<file path="config.mk">
export PLATFORM = sky130hd
export DESIGN_NAME = snd_mix_n
export DESIGN_NICKNAME = d
export VERILOG_FILES = /design/src/rtl/snd_mix_n.sv
export SDC_FILE = /design/constraint.sdc
export NUM_CORES = 1
export LEC_CHECK = 0
export BUFFER_PORTS_ARGS = -buffer_cell sky130_fd_sc_hd__buf_2
export CAP_MARGIN = 25
export CORE_ASPECT_RATIO = 1.75
export CORE_MARGIN = 1
export CORE_UTILIZATION = 40
export CTS_BUF_LIST = sky130_fd_sc_hd__clkbuf_2 sky130_fd_sc_hd__clkbuf_4 sky130_fd_sc_hd__clkbuf_8
export DETAILED_ROUTE_END_ITERATION = 6
export PLACE_DENSITY = 0.59
export SLEW_MARGIN = 20
export SYNTH_ARGS = -nofsm -noshare
export SYNTH_HDL_FRONTEND = slang
export SYNTH_SLANG_ARGS = --single-unit
</file>
<file path="constraint.sdc">
create_clock -name clk_sys -period 7.5 [get_ports clk_sys]
set_input_delay 0.375 -clock clk_sys [delete_from_list [all_inputs] [get_ports clk_sys]]
set_output_delay 0.375 -clock clk_sys [all_outputs]
set_load 0.05 [all_outputs]
</file>
<file path="src/rtl/snd_mix_n.sv">
// snd_mix_n: CH-channel signed audio mixer with per-channel gain, one shared MAC and W-bit saturation.
// Defining MIX_DC_BLOCK_EN adds a one-cycle DC-blocking high-pass stage on the output.
module snd_mix_n #(
   parameter int CH = 4,
   parameter int W  = 16,
   parameter int GW = 8
) (
   input  logic                  clk_sys,
   input  logic                  reset_n,
   input  logic                  cen,
   input  logic [CH*W-1:0]       ch_in,
   input  logic                  gain_we,
   input  logic [$clog2(CH)-1:0] gain_sel,
   input  logic [GW-1:0]         gain_din,
   input  logic                  clip_clr,
   output logic [W-1:0]          snd,
   output logic                  snd_valid,
   output logic                  busy,
   output logic                  clip,
   output logic                  overrun
);
   localparam int SW = $clog2(CH);
   localparam int PW = W + GW + 1;
   localparam int AW = PW + $clog2(CH);
   localparam logic [GW-1:0] UNITY = GW'(1 << (GW - 1));
   typedef enum logic [1:0] {IDLE, MAC, DCB, SAT} state_t;
`ifdef MIX_DC_BLOCK_EN
   localparam state_t POST = DCB;
`else
   localparam state_t POST = SAT;
`endif
   state_t state, state_nx;
   logic [SW-1:0] idx;
   logic signed [W-1:0] samp [CH];
   logic [GW-1:0] gain [CH];
   logic [GW-1:0] gain_sh [CH];
   logic signed [AW-1:0] acc, acc_nx, r;
   logic signed [PW-1:0] prod;
   logic [W-1:0] x;
   logic last, ovf, clip_set;
   always_ff @(posedge clk_sys or negedge reset_n)
      if (!reset_n) state <= IDLE;
      else state <= state_nx;
   always_comb begin
      state_nx = state == IDLE ? (cen ? MAC : IDLE)
               : state == MAC  ? (last ? POST : MAC)
               : state == DCB  ? SAT : IDLE;
   end
   always_comb begin
      busy = state != IDLE;
      snd_valid = state == SAT;
   end
   // Gain is unsigned, so it is zero-extended before the signed multiply.
   always_comb begin
      last = idx == SW'(CH - 1);
      prod = PW'(samp[idx]) * PW'($signed({1'b0, gain_sh[idx]}));
      acc_nx = acc + AW'(prod);
      r = acc_nx >>> (GW - 1);
      ovf = r[AW-1:W-1] != {(AW-W+1){r[AW-1]}};
      x = ovf ? {r[AW-1], {(W-1){~r[AW-1]}}} : r[W-1:0];
   end
   always_ff @(posedge clk_sys or negedge reset_n)
      if (!reset_n) begin
         idx <= '0;
         acc <= '0;
         clip <= 1'b0;
         overrun <= 1'b0;
         for (int k = 0; k < CH; k++) begin
            gain[k] <= UNITY;
            gain_sh[k] <= UNITY;
            samp[k] <= '0;
         end
      end else begin
         clip <= clip_set | (clip & ~clip_clr);
         overrun <= (cen & busy) | (overrun & ~clip_clr);
         for (int k = 0; k < CH; k++)
            if (gain_we && gain_sel == SW'(k)) gain[k] <= gain_din;
         if (state == IDLE && cen) begin
            for (int k = 0; k < CH; k++) begin
               samp[k] <= ch_in[k*W +: W];
               gain_sh[k] <= gain[k];
            end
            acc <= '0;
            idx <= '0;
         end else if (state == MAC) begin
            acc <= acc_nx;
            idx <= idx + SW'(1);
         end
      end
`ifdef MIX_DC_BLOCK_EN
   logic signed [W-1:0] x_r, xp, yp;
   logic signed [W+1:0] f;
   logic [W-1:0] y;
   logic fovf;
   // y[n] = x[n] - x[n-1] + y[n-1] - y[n-1]/256, two guard bits cover the worst case
   always_comb begin
      f = (W+2)'(x_r) - (W+2)'(xp) + (W+2)'(yp) - (W+2)'(yp >>> 8);
      fovf = f[W+1:W-1] != {3{f[W+1]}};
      y = fovf ? {f[W+1], {(W-1){~f[W+1]}}} : f[W-1:0];
      clip_set = (state == MAC && last && ovf) || (state == DCB && fovf);
   end
   always_ff @(posedge clk_sys or negedge reset_n)
      if (!reset_n) begin
         x_r <= '0;
         xp <= '0;
         yp <= '0;
         snd <= '0;
      end else begin
         if (state == MAC && last) x_r <= x;
         if (state == DCB) begin
            snd <= y;
            xp <= x_r;
            yp <= y;
         end
      end
`else
   always_comb clip_set = state == MAC && last && ovf;
   always_ff @(posedge clk_sys or negedge reset_n)
      if (!reset_n) snd <= '0;
      else if (state == MAC && last) snd <= x;
`endif
endmodule

</file>
==> results of run 1 <==
per-stage QoR:
stage,setup slack (ns),cells
after floorplan,0.507,1159
after global placement,0.510,1622
after detailed placement,0.372,1622
after CTS,0.342,1655
after global routing,0.244,1658
final,0.609,1658
routing by layer:
layer,global-route usage,vias to the layer above,wire length (µm)
li1,-,3936,-
met1,0.194,4262,11000
met2,0.355,125,15600
met3,0.0223,47,634
met4,0.0936,0,1030
met5,0,-,0
state kept, by name, summed over array words and instances, names as in the netlist, named ones only:
| name | flops |
|---|---|
| samp | 64 |
| gain | 32 |
| gain_sh | 32 |
| acc | 27 |
| snd | 16 |
| idx | 2 |
| clip | 1 |
| overrun | 1 |
| state | 1 |
critical path: cells and delay by family, from the launching register on:
kind	cells	cell delay, ns
fa+ha+maj	6	2.86
mux	2	0.69
compound gates	6	1.62
flops	1	0.34
buf+inv	6	0.60
simple gates	3	0.63
cells in the mapped netlist (all sizes together), types with 16 or more instances:
master    n  area (µm²)
ha       63         788
dfrtp   169        4230
xnor2    16         148
mux2    128        1440
mux2i    28         280
fa      127        2540
inv     187         702
mux4     24         541
a21oi    25         125
nand2    97         364
nor2     48         180
and2     77         484
clkbuf   33         124
path summary, 6_finish.rpt:
kind	slack, ns	start	end
hold / removal	0.09	ch_in[45]	samp[29]$_DFFE_PN0P_
hold reg to reg	0.49	gain[30]$_DFFE_PN0P_	gain_sh[30]$_DFFE_PN0P_
min in group asynchronous	0.34	reset_n	acc[4]$_DFFE_PN0P_
setup reg to reg	0.61	idx[1]$_DFFE_PN0P_	snd[8]$_DFFE_PN0P_
max in group asynchronous	5.79	reset_n	gain[15]$_DFFE_PN1P_
setup / recovery	0.61	idx[1]$_DFFE_PN0P_	snd[8]$_DFFE_PN0P_
kinds of logic (layout without fill, tap and decap cells):
logic type / after synthesis / count (layout) / share of synthesized area
buf+inv: 230 / 328 / 0.0664
simple gates: 252 / 252 / 0.0928
other cells: 0 / 1 / 0
compound gates: 105 / 105 / 0.0583
flops: 177 / 177 / 0.339
mux: 180 / 180 / 0.173
xor+xnor: 25 / 25 / 0.0173
fa+ha+maj: 190 / 190 / 0.254
placed cells by master, fill, tap and decap left out, types with 3 or more instances in the layout:
master,count
a211oi_1,8
a21o_1,15
a21oi_1,25
a31oi_1,3
and2_1,75
and3_1,3
buf_2,97
buf_4,7
clkbuf_8,18
dfrtp_1,168
dfstp_2,8
fa_1,127
ha_1,62
inv_1,187
inv_8,5
mux2_2,128
mux2i_1,28
mux4_2,24
nand2_1,97
nand3_1,7
nand4_1,4
nor2_1,48
nor2b_1,3
o211ai_1,13
o21a_1,5
o21ai_0,10
o21ai_1,4
o21bai_1,3
or2_2,4
xnor2_1,15
xor2_1,9
cell type report:
class	count	area share
clock inverters	14	0.0132
inverters	187	0.0483
flip-flops and latches	177	0.306
repair buffers	109	0.0436
well taps	400	0.0344
diodes	1	0.000172
clock buffers	18	0.0170
multi-input cells	752	0.538
timing repair:
| action | CTS | global route |
|---|---|---|
| resized for setup | 0 | 1 |
| setup endpoints to repair | 0 | 8 |
| hold buffers | 1 | 0 |
| hold endpoints to repair | 2 | 0 |
==> report_table.html, run 1 <==
<table>
<tr><th>Metric</th><th>Value</th></tr>
<tr><th colspan="2">Status</th></tr>
<tr><td>Status</td><td>finished, violations left</td></tr>
<tr><td>Violations in the final reports</td><td>DRC</td></tr>
<tr><th colspan="2">Yosys</th></tr>
<tr><td>Yosys warning count</td><td>0</td></tr>
<tr><td>Synth unique cells</td><td>54</td></tr>
<tr><td>Most used flip-flop cell after synthesis</td><td>dfrtp_1</td></tr>
<tr><td>Syn Nets</td><td>1428</td></tr>
<tr><td>Flip-flop and latch count after synthesis</td><td>177</td></tr>
<tr><td>Number of enable-type register cells in the synthesized netlist</td><td>0</td></tr>
<tr><td>Post-synthesis async set-or-reset flop share</td><td>1.00</td></tr>
<tr><td>Register area share after synthesis</td><td>0.339</td></tr>
<tr><td>Post-Synthesis Cell Area</td><td>0.0131 mm²</td></tr>
<tr><td>Mean cell area of the mapped netlist</td><td>11.3 µm²</td></tr>
<tr><td>Number of standard cells after synthesis</td><td>1159</td></tr>
<tr><th colspan="2">Clock network</th></tr>
<tr><td>Total clock buffers created by CTS</td><td>17</td></tr>
<tr><td>Clock insertion delay at the later pin of the skew report</td><td>0.52 ns</td></tr>
<tr><td>Setup repair bufs after CTS</td><td>0</td></tr>
<tr><td>TritonCTS clock tree</td><td>done</td></tr>
<tr><td>Maximum number of buffers from clock root to sink</td><td>2</td></tr>
<tr><td>Clock-pin slew on the worst setup and hold paths</td><td>0.11 ns</td></tr>
<tr><td>Sinks on the clock net</td><td>177</td></tr>
<tr><td>H-tree depth reported by CTS</td><td>4</td></tr>
<tr><td>CTS root buffer</td><td>clkbuf_8</td></tr>
<tr><th colspan="2">Global route</th></tr>
<tr><td>Total global-route track usage</td><td>0.183</td></tr>
<tr><td>Maximum number of pins on one net before global-route repair</td><td>102</td></tr>
<tr><td>Final global-route overflow total</td><td>0</td></tr>
<tr><td>Number of antenna violations at the first check in global routing</td><td>1</td></tr>
<tr><td>Wire length of the first global-routing pass</td><td>47.3 mm</td></tr>
<tr><td>Via count of the first global-routing pass</td><td>9299</td></tr>
<tr><th colspan="2">Finish</th></tr>
<tr><td>Storage element area</td><td>0.00444 mm²</td></tr>
<tr><td>Layout Utilization</td><td>0.451</td></tr>
<tr><td>Layout cells sized above 1</td><td>0.251</td></tr>
<tr><td>Area growth from synthesis to layout</td><td>10.9%</td></tr>
<tr><td>Number of nets at the end of the flow</td><td>1513</td></tr>
<tr><td>Total area of multi-input combinational cells</td><td>0.00782 mm²</td></tr>
<tr><td>Fill cell total of the finished layout</td><td>3041</td></tr>
<tr><td>Final non-filler cell area</td><td>0.0145 mm²</td></tr>
<tr><th colspan="2">Floorplan</th></tr>
<tr><td>Count of standard-cell rows</td><td>87</td></tr>
<tr><td>Die span in x</td><td>139 µm</td></tr>
<tr><td>Die footprint</td><td>0.0335 mm²</td></tr>
<tr><td>Chip Height</td><td>241 µm</td></tr>
<tr><td>Count of pins on the block boundary</td><td>99</td></tr>
<tr><td>Area inside the core boundary</td><td>0.0322 mm²</td></tr>
<tr><td>Starting Density</td><td>0.407</td></tr>
<tr><th colspan="2">Timing</th></tr>
<tr><td>Achievable frequency</td><td>145 MHz</td></tr>
<tr><td>Actual transition at the worst max-transition pin</td><td>0.862 ns</td></tr>
<tr><td>Final critical path time including I/O delays and setup</td><td>6.89 ns</td></tr>
<tr><td>Number of hold violations in the final report</td><td>0</td></tr>
<tr><td>Final period utilization</td><td>0.919</td></tr>
<tr><td>Setup-failing EPs final</td><td>0</td></tr>
<tr><td>Final setup skew</td><td>0.0294 ns</td></tr>
<tr><td>Number of max-slew violations in the final report</td><td>0</td></tr>
<tr><td>Sum of negative setup slack</td><td>0 ns</td></tr>
<tr><td>Worst hold slack across all endpoints</td><td>0.0938 ns</td></tr>
<tr><td>Setup repair after global routing missed its margin</td><td>no</td></tr>
<tr><td>Max-slew headroom</td><td>0.423</td></tr>
<tr><th colspan="2">Placed design</th></tr>
<tr><td>GPL Wtd Cong</td><td>0.821</td></tr>
<tr><td>Detailed placer's ending HPWL</td><td>22.5 mm</td></tr>
<tr><td>Placed Area</td><td>0.0140 mm²</td></tr>
<tr><td>Number of I/O port buffers</td><td>98</td></tr>
<tr><th colspan="2">Detailed routing</th></tr>
<tr><td>Via Count</td><td>8370</td></tr>
<tr><td>Via density</td><td>5.05</td></tr>
<tr><td>Total DRC errors in the routed layout</td><td>11</td></tr>
<tr><td>Number of DRC markers after the initial detailed-route iteration</td><td>288</td></tr>
<tr><td>DRT antenna net count</td><td>0</td></tr>
<tr><td>Detailed Routing Iterations Pass 1</td><td>7</td></tr>
<tr><td>Per-cell routed wire length</td><td>17.0 µm</td></tr>
<tr><td>Overall routed net length</td><td>28.3 mm</td></tr>
<tr><th colspan="2">Worst setup path</th></tr>
<tr><td>Required time of the critical path</td><td>7.86 ns</td></tr>
<tr><td>Delay of the slowest cell on the worst path</td><td>0.55 ns</td></tr>
<tr><td>Crit start category</td><td>flip-flop</td></tr>
<tr><td>Worst-path maximum fanout</td><td>26</td></tr>
<tr><td>Kind of capture point of the worst setup path</td><td>flip-flop</td></tr>
<tr><td>Cell at the slowest stage of the critical path</td><td>fa_1</td></tr>
<tr><td>Critical path cell sequence</td><td>buf_4, mux4_2, nand2_1, fa_1, inv_1, fa_1, inv_1, fa_1, inv_1, fa_1, inv_1, fa_1, inv_1, ha_1, a21o_1, a211oi_1, and3b_1, o21ai_1, a21o_1, mux2i_1, nand3_1, a31oi_2, o211ai_1</td></tr>
<tr><td>Cell depth of the worst flop-to-flop path</td><td>23</td></tr>
<tr><td>Worst setup path class</td><td>reg2reg</td></tr>
<tr><td>CP Data Arrival Time</td><td>7.25 ns</td></tr>
<tr><th colspan="2">Worst hold path</th></tr>
<tr><td>Worst hold stages</td><td>2</td></tr>
<tr><td>Kind of path behind the tightest hold check</td><td>in2reg</td></tr>
<tr><th colspan="2">Job</th></tr>
<tr><td>MaxCap Viol Count</td><td>0</td></tr>
</table>
Power of run 1 is not shown: default switching activity piles up to over one toggle a cycle in this logic, so the estimate is an artifact.
==> run 2, diff against run 1 <==
Settings changed: CORE_MARGIN 1 to 5, CORE_UTILIZATION 40 to 56, PLACE_DENSITY 0.59 to 0.78.
==> run 2 against run 1 <==
The run now ends clean. Register-to-register slack about the same. Clock skew decreased by 0.0094 ns. Global-route usage increased by 3.1 points. Highest routed layer unchanged.
==> report_table.html, run 2 (synthesis gave the netlist of run 1 again) <==
<table>
<tr><th>Metric</th><th>Value</th></tr>
<tr><th colspan="2">Status</th></tr>
<tr><td>Status</td><td>finished, final reports clean</td></tr>
<tr><th colspan="2">Finish</th></tr>
<tr><td>Count of antenna diodes in the layout</td><td>0 (-1)</td></tr>
<tr><td>Leading cell types in the layout, fill and taps excluded</td><td>187 x inv_1, 168 x dfrtp_1, 128 x mux2_2</td></tr>
<tr><td>Finished Layout Cells</td><td>1560 (-5.9%)</td></tr>
<tr><td>Register with the most flip-flops</td><td>samp</td></tr>
<tr><td>Fill cell total of the finished layout</td><td>1835 (-40%)</td></tr>
<tr><td>Layout cells sized above 1</td><td>0.250 (-0.00139)</td></tr>
<tr><td>Largest regs</td><td>samp x64, gain x32, gain_sh x32</td></tr>
<tr><td>Most frequent standard cell in the layout excluding fill and tap cells</td><td>inv_1</td></tr>
<tr><td>Number of nets at the end of the flow</td><td>1512 (-0.066%)</td></tr>
<tr><td>Flip-flop count of the largest register after layout</td><td>64 (unchanged)</td></tr>
<tr><td>Area growth from synthesis to layout</td><td>9.79%</td></tr>
<tr><th colspan="2">Timing</th></tr>
<tr><td>Number of hold violations in the final report</td><td>0 (unchanged)</td></tr>
<tr><td>Actual transition at the worst max-transition pin</td><td>0.892 ns (+0.0306 ns)</td></tr>
<tr><td>Achievable frequency</td><td>145 MHz (about the same)</td></tr>
<tr><td>Max-slew headroom</td><td>0.402 (-0.0205)</td></tr>
<tr><td>Number of max-slew violations in the final report</td><td>0 (unchanged)</td></tr>
<tr><td>Setup-failing EPs final</td><td>0 (unchanged)</td></tr>
<tr><td>Final period utilization</td><td>0.918 (about the same)</td></tr>
<tr><td>Final setup skew</td><td>0.0200 ns (-0.00942 ns)</td></tr>
<tr><td>Final critical path time including I/O delays and setup</td><td>6.89 ns (-0.00215 ns)</td></tr>
<tr><td>Sum of negative setup slack</td><td>0 ns (unchanged)</td></tr>
<tr><td>Setup repair after global routing missed its margin</td><td>no</td></tr>
<tr><th colspan="2">Detailed routing</th></tr>
<tr><td>Number of DRC markers after the initial detailed-route iteration</td><td>333 (+16%)</td></tr>
<tr><td>Total DRC errors in the routed layout</td><td>0 (-11)</td></tr>
<tr><td>Detailed Routing Iterations Pass 1</td><td>7 (unchanged)</td></tr>
<tr><td>DRT antenna net count</td><td>0 (unchanged)</td></tr>
<tr><td>Per-cell routed wire length</td><td>17.1 µm (+0.61%)</td></tr>
<tr><td>Overall routed net length</td><td>26.8 mm (-5.3%)</td></tr>
<tr><td>Via density</td><td>5.45 (+8.0%)</td></tr>
<tr><td>Via Count</td><td>8508 (+1.6%)</td></tr>
<tr><th colspan="2">Worst hold path</th></tr>
<tr><td>Kind of path behind the tightest hold check</td><td>in2reg</td></tr>
<tr><th colspan="2">Global route</th></tr>
<tr><td>Total global-route track usage</td><td>0.214 (+0.0306)</td></tr>
<tr><td>Maximum number of pins on one net before global-route repair</td><td>91 (-11%)</td></tr>
<tr><td>Number of antenna violations at the first check in global routing</td><td>0 (-1)</td></tr>
<tr><td>Via count of the first global-routing pass</td><td>9275 (-0.26%)</td></tr>
<tr><td>Final global-route overflow total</td><td>0 (unchanged)</td></tr>
<tr><td>Wire length of the first global-routing pass</td><td>45.3 mm (-4.2%)</td></tr>
<tr><th colspan="2">Clock network</th></tr>
<tr><td>CTS root buffer</td><td>clkbuf_8</td></tr>
<tr><td>Quantity of hold-fixing buffers added after cts</td><td>1 (unchanged)</td></tr>
<tr><td>Post_cts resized</td><td>0 (unchanged)</td></tr>
<tr><td>Total clock buffers created by CTS</td><td>17 (unchanged)</td></tr>
<tr><td>TritonCTS clock tree</td><td>done</td></tr>
<tr><td>Maximum number of buffers from clock root to sink</td><td>2 (unchanged)</td></tr>
<tr><td>Clock-pin slew on the worst setup and hold paths</td><td>0.09 ns (-0.02 ns)</td></tr>
<tr><td>Clock insertion delay at the later pin of the skew report</td><td>0.51 ns (about the same)</td></tr>
<tr><td>Sinks on the clock net</td><td>177 (unchanged)</td></tr>
<tr><td>H-tree depth reported by CTS</td><td>4 (unchanged)</td></tr>
<tr><td>Setup repair bufs after CTS</td><td>0 (unchanged)</td></tr>
<tr><th colspan="2">Worst setup path</th></tr>
<tr><td>Required time of the critical path</td><td>7.87 ns (about the same)</td></tr>
<tr><td>Kind of capture point of the worst setup path</td><td>flip-flop</td></tr>
<tr><td>CP Data Arrival Time</td><td>7.26 ns (about the same)</td></tr>
<tr><td>Worst-path maximum fanout</td><td>16 (-38%)</td></tr>
<tr><td>Worst setup path class</td><td>reg2reg</td></tr>
<tr><td>Crit start category</td><td>flip-flop</td></tr>
<tr><th colspan="2">Placed design</th></tr>
<tr><td>Placed cell count</td><td>1525 (-6.0%)</td></tr>
<tr><td>Detailed placer's ending HPWL</td><td>21.1 mm (-6.2%)</td></tr>
<tr><td>GPL Wtd Cong</td><td>0.885 (+7.8%)</td></tr>
<tr><td>Number of I/O port buffers</td><td>98 (unchanged)</td></tr>
<tr><th colspan="2">Floorplan</th></tr>
<tr><td>Count of pins on the block boundary</td><td>99 (unchanged)</td></tr>
<tr><td>Chip Height</td><td>212 µm (-12%)</td></tr>
<tr><td>Starting Density</td><td>0.564 (+0.157)</td></tr>
<tr><td>Count of standard-cell rows</td><td>74 (-15%)</td></tr>
<tr><td>Area inside the core boundary</td><td>0.0232 mm² (-28%)</td></tr>
<tr><td>Die footprint</td><td>0.0267 mm² (-20%)</td></tr>
<tr><td>Die span in x</td><td>126 µm (-9.5%)</td></tr>
<tr><th colspan="2">Job</th></tr>
<tr><td>MaxCap Viol Count</td><td>0 (unchanged)</td></tr>
</table>
## run 2: changes by cell type in the layout (fill, tap and decap cells not counted)
cell / before / now
buf_6: 1 / 2
clkbuf_4: 0 / 4
diode_2: 1 / 0
clkinv_2: 0 / 1
clkinv_8: 2 / 0
clkinv_4: 2 / 4
clkinvlp_4: 1 / 0
bufinv_16: 2 / 4
buf_16: 2 / 1
inv_6: 2 / 1
a31oi_1: 3 / 4
inv_8: 5 / 1
buf_4: 7 / 5
a31oi_2: 1 / 0
## run 2: metrics by stage
step / hold slack, ns / area, µm² / util / setup slack (ns)
after detailed placement: 0.473 / 13900 / 0.598 / 0.371
final: 0.101 / 14400 / 0.619 / 0.611
after floorplan: 0.0794 / 13100 / - / 0.507
after global routing: 0.0675 / 14400 / 0.619 / 0.261
after global placement: 0.463 / 13900 / 0.598 / 0.537
after CTS: 0.0534 / 14400 / 0.618 / 0.345
## run 2: final timing paths
check                                    start                   end  slack, ns  cells after the start
max                         idx[0]$_DFFE_PN0P_        clip$_DFF_PN0_       0.61                     20
min                                  ch_in[37]  samp[21]$_DFFE_PN0P_       0.10                      2
max reg2reg                 idx[0]$_DFFE_PN0P_        clip$_DFF_PN0_       0.61                     20
min reg2reg                snd[15]$_DFFE_PN0P_   snd[15]$_DFFE_PN0P_       0.48                      2
max in group asynchronous              reset_n    idx[0]$_DFFE_PN0P_       5.69                      3
min in group asynchronous              reset_n    acc[6]$_DFFE_PN0P_       0.52                      2
## run 2: final cells by class
class | instances | area (µm²) | area share
multi-input cells | 752 | 7810 | 0.543
flip-flops and latches | 177 | 4440 | 0.309
inverters | 187 | 702 | 0.0488
repair buffers | 108 | 611 | 0.0424
well taps | 304 | 380 | 0.0264
clock buffers | 21 | 270 | 0.0188
clock inverters | 11 | 180 | 0.0125
## run 2: metal layers
metal | wire [µm] | track usage | part of all wire | up-vias
met1 | 10200 | 0.242 | 0.38 | 4335
met2 | 14600 | 0.391 | 0.55 | 168
li1 | - | - | - | 3942
met3 | 882 | 0.0412 | 0.033 | 63
met5 | 0 | 0 | 0 | -
met4 | 1060 | 0.0928 | 0.039 | 0
## run 2: worst max-delay path: stages, from the launching register on
cell	delay, ns
dfrtp_2	0.39
buf_4	0.28
mux4_2	0.74
nand2_1	0.20
fa_1	0.56
fa_1	0.62
fa_1	0.52
inv_1	0.05
fa_1	0.47
inv_1	0.05
fa_1	0.47
inv_1	0.04
ha_1	0.33
a21o_1	0.20
a21o_1	0.17
a21oi_1	0.34
o21ai_0	0.20
a311oi_4	0.40
and2_1	0.20
a311oi_1	0.15
or3b_1	0.38
Power of run 2 is left out for the same reason.
==> run 3, diff against run 2 <==
Clock period 7.5 ns to 6.15 ns, I/O delays scaled along.
==> run 3 against run 2 <==
The run now ends with setup timing left. Final cell count is 11% higher. Via count is 9.0% higher. Worst setup slack worse by 1.0 ns. Clock skew is 0.0043 ns higher. Core utilization is 9.2 points higher. Worst hold slack worse by 0.056 ns. Register-to-register slack worse by 1.0 ns. Die area stayed put. Highest routed layer unchanged. Critical path type unchanged.
==> report_table.html, run 3 (synthesis gave the netlist of run 1 again) <==
<table>
<tr><th>Metric</th><th>Value</th></tr>
<tr><th colspan="2">Worst hold path</th></tr>
<tr><td>Hold Path Origin</td><td>ch_in[34]</td></tr>
<tr><td>Kind of path behind the tightest hold check</td><td>in2reg</td></tr>
<tr><td>Worst hold stages</td><td>2 (unchanged)</td></tr>
<tr><th colspan="2">Global route</th></tr>
<tr><td>Final global-route overflow total</td><td>0 (unchanged)</td></tr>
<tr><td>Total global-route track usage</td><td>0.235 (+0.0211)</td></tr>
<tr><td>Via count of the first global-routing pass</td><td>10456 (+13%)</td></tr>
<tr><td>Wire length of the first global-routing pass</td><td>49.9 mm (+10%)</td></tr>
<tr><td>Maximum number of pins on one net before global-route repair</td><td>101 (+11%)</td></tr>
<tr><td>Number of antenna violations at the first check in global routing</td><td>0 (unchanged)</td></tr>
<tr><th colspan="2">Timing</th></tr>
<tr><td>Actual transition at the worst max-transition pin</td><td>1.04 ns (+0.145 ns)</td></tr>
<tr><td>Setup-failing EPs final</td><td>17 (+17)</td></tr>
<tr><td>Achievable frequency</td><td>152 MHz (+4.7%)</td></tr>
<tr><td>Final setup skew</td><td>0.0242 ns (+0.00426 ns)</td></tr>
<tr><td>Max-slew headroom</td><td>0.308 (-0.0940)</td></tr>
<tr><td>Number of max-slew violations in the final report</td><td>0 (unchanged)</td></tr>
<tr><td>Final critical path time including I/O delays and setup</td><td>6.58 ns (-0.306 ns)</td></tr>
<tr><td>Sum of negative setup slack</td><td>-5.97 ns (-5.97 ns)</td></tr>
<tr><td>Setup repair after global routing missed its margin</td><td>yes</td></tr>
<tr><td>Number of hold violations in the final report</td><td>0 (unchanged)</td></tr>
<tr><td>Final worst slack</td><td>-0.432 ns (-1.04 ns)</td></tr>
<tr><td>Final period utilization</td><td>1.07 (+0.152)</td></tr>
<tr><th colspan="2">Detailed routing</th></tr>
<tr><td>Number of DRC markers after the initial detailed-route iteration</td><td>355 (+6.6%)</td></tr>
<tr><td>Overall routed net length</td><td>30.6 mm (+14%)</td></tr>
<tr><td>Via density</td><td>5.33 (-2.2%)</td></tr>
<tr><td>Via Count</td><td>9272 (+9.0%)</td></tr>
<tr><td>Detailed Routing Iterations Pass 1</td><td>4 (-3)</td></tr>
<tr><td>Total DRC errors in the routed layout</td><td>0 (unchanged)</td></tr>
<tr><td>DRT antenna net count</td><td>0 (unchanged)</td></tr>
<tr><td>Per-cell routed wire length</td><td>17.6 µm (+2.6%)</td></tr>
<tr><th colspan="2">Worst setup path</th></tr>
<tr><td>Required time of the critical path</td><td>6.54 ns (-1.33 ns)</td></tr>
<tr><td>Cell depth of the worst flop-to-flop path</td><td>22 (+10%)</td></tr>
<tr><td>Worst setup path startpoint</td><td>idx[0]$_DFFE_PN0P_</td></tr>
<tr><td>Kind of capture point of the worst setup path</td><td>flip-flop</td></tr>
<tr><td>Crit start category</td><td>flip-flop</td></tr>
<tr><td>CP Data Arrival Time</td><td>6.97 ns (-0.29 ns)</td></tr>
<tr><td>Worst setup path class</td><td>reg2reg</td></tr>
<tr><td>Worst-path maximum fanout</td><td>6 (-10)</td></tr>
<tr><td>Source of the worst register-to-register timing path</td><td>idx[0]$_DFFE_PN0P_</td></tr>
<tr><th colspan="2">Placed design</th></tr>
<tr><td>Number of I/O port buffers</td><td>98 (unchanged)</td></tr>
<tr><td>Setup Slack @ Placement</td><td>-0.573 ns (-0.945 ns)</td></tr>
<tr><td>Detailed placer's ending HPWL</td><td>21.9 mm (+3.9%)</td></tr>
<tr><td>GPL Wtd Cong</td><td>0.859 (-3.0%)</td></tr>
<tr><th colspan="2">Job</th></tr>
<tr><td>MaxCap Viol Count</td><td>0 (unchanged)</td></tr>
<tr><th colspan="2">Finish</th></tr>
<tr><td>Leading cell types in the layout, fill and taps excluded</td><td>175 x inv_1, 168 x dfrtp_1, 128 x mux2_2</td></tr>
<tr><td>Flip-flop count of the largest register after layout</td><td>64 (unchanged)</td></tr>
<tr><td>Layout Utilization</td><td>0.712 (+0.0924)</td></tr>
<tr><td>Area growth from synthesis to layout</td><td>26.2%</td></tr>
<tr><td>Number of nets at the end of the flow</td><td>1690 (+12%)</td></tr>
<tr><td>Register with the most flip-flops</td><td>samp</td></tr>
<tr><td>Layout cells sized above 1</td><td>0.388 (+0.138)</td></tr>
<tr><td>Count of antenna diodes in the layout</td><td>0 (unchanged)</td></tr>
<tr><td>Largest regs</td><td>samp x64, gain x32, gain_sh x32</td></tr>
<tr><td>Most frequent standard cell in the layout excluding fill and tap cells</td><td>inv_1</td></tr>
<tr><th colspan="2">Clock network</th></tr>
<tr><td>Maximum number of buffers from clock root to sink</td><td>2 (unchanged)</td></tr>
<tr><td>Clock insertion delay at the later pin of the skew report</td><td>0.52 ns (about the same)</td></tr>
<tr><td>Clock-pin slew on the worst setup and hold paths</td><td>0.10 ns (about the same)</td></tr>
<tr><td>H-tree depth reported by CTS</td><td>4 (unchanged)</td></tr>
<tr><td>CTS root buffer</td><td>clkbuf_8</td></tr>
<tr><td>Total clock buffers created by CTS</td><td>17 (unchanged)</td></tr>
<tr><td>TritonCTS clock tree</td><td>done</td></tr>
<tr><td>Sinks on the clock net</td><td>177 (unchanged)</td></tr>
<tr><th colspan="2">Floorplan</th></tr>
<tr><td>Starting Density</td><td>0.564 (unchanged)</td></tr>
<tr><td>Count of standard-cell rows</td><td>74 (unchanged)</td></tr>
<tr><td>Count of pins on the block boundary</td><td>99 (unchanged)</td></tr>
<tr><td>Chip Height</td><td>212 µm (unchanged)</td></tr>
<tr><td>Area inside the core boundary</td><td>0.0232 mm² (unchanged)</td></tr>
<tr><td>Die footprint</td><td>0.0267 mm² (unchanged)</td></tr>
<tr><td>Die span in x</td><td>126 µm (unchanged)</td></tr>
<tr><th colspan="2">Status</th></tr>
<tr><td>Violations in the final reports</td><td>setup timing</td></tr>
<tr><td>Status</td><td>finished, violations left</td></tr>
</table>
-- run 3: changes by cell type in the layout (fill, tap and decap cells not counted), moves of 14 or more --
cell           before  now
fa_2                0   14
ha_1               62   43
buf_6               2   20
dlygate4sd3_1       1   40
fa_1              127  113
buf_4               5  118
ha_4                0   17
-- run 3: path summary, 6_finish.rpt --
kind	endpoint	slack, ns
max	clip$_DFF_PN0_	-0.43
max reg2reg	clip$_DFF_PN0_	-0.43
min in group asynchronous	acc[3]$_DFFE_PN0P_	0.29
min reg2reg	snd[15]$_DFFE_PN0P_	0.51
min	samp[18]$_DFFE_PN0P_	0.05
max in group asynchronous	gain[31]$_DFFE_PN1P_	4.78
-- run 3: layout make-up --
cell class / instances / area, µm²
clock buffers: 18 / 241
inverters: 187 / 702
well taps: 304 / 380
flip-flops and latches: 177 / 4440
fillers: 1498 / 6700
repair buffers: 286 / 2230
clock inverters: 14 / 145
multi-input cells: 752 / 8400
-- run 3: routing by layer --
layer | track usage | share of wire
met5 | 0 | 0
met4 | 0.116 | 0.036
met3 | 0.0407 | 0.030
met2 | 0.440 | 0.57
met1 | 0.253 | 0.37
-- run 3: critical path, cell delays in order (launching register included) --
cell,delay [ns]
dfrtp_2,0.46
buf_6,0.14
buf_8,0.12
mux4_2,0.60
nand2_2,0.13
fa_2,0.49
buf_4,0.16
fa_1,0.48
inv_1,0.06
fa_1,0.49
fa_1,0.49
inv_1,0.04
fa_1,0.48
inv_1,0.07
ha_4,0.30
and3_1,0.18
nand4_1,0.16
a31o_1,0.30
a31oi_1,0.23
xor2_1,0.13
or2_4,0.27
o311ai_4,0.32
or3b_1,0.37
-- run 3: repair_timing --
item                                    CTS  global route
buffers inserted                         29            12
pin swaps                                31            25
endpoints found under the hold margin   138             0
resized for setup                        58            74
gates cloned                              1             2
endpoints found under the setup margin   18            27
hold buffers                             40             0
-- run 3: stage by stage --
step	area (µm²)	hold WS, ns	instances
2_1_floorplan	13300	0.0119	1159
3_3_place_gp	14800	0.478	1624
3_5_place_dp	14800	0.488	1624
4_1_cts	16100	0.00122	1725
5_1_grt	16500	0.0101	1738
6_report	16500	0.0451	1738
Power of run 3 is left out for the same reason.
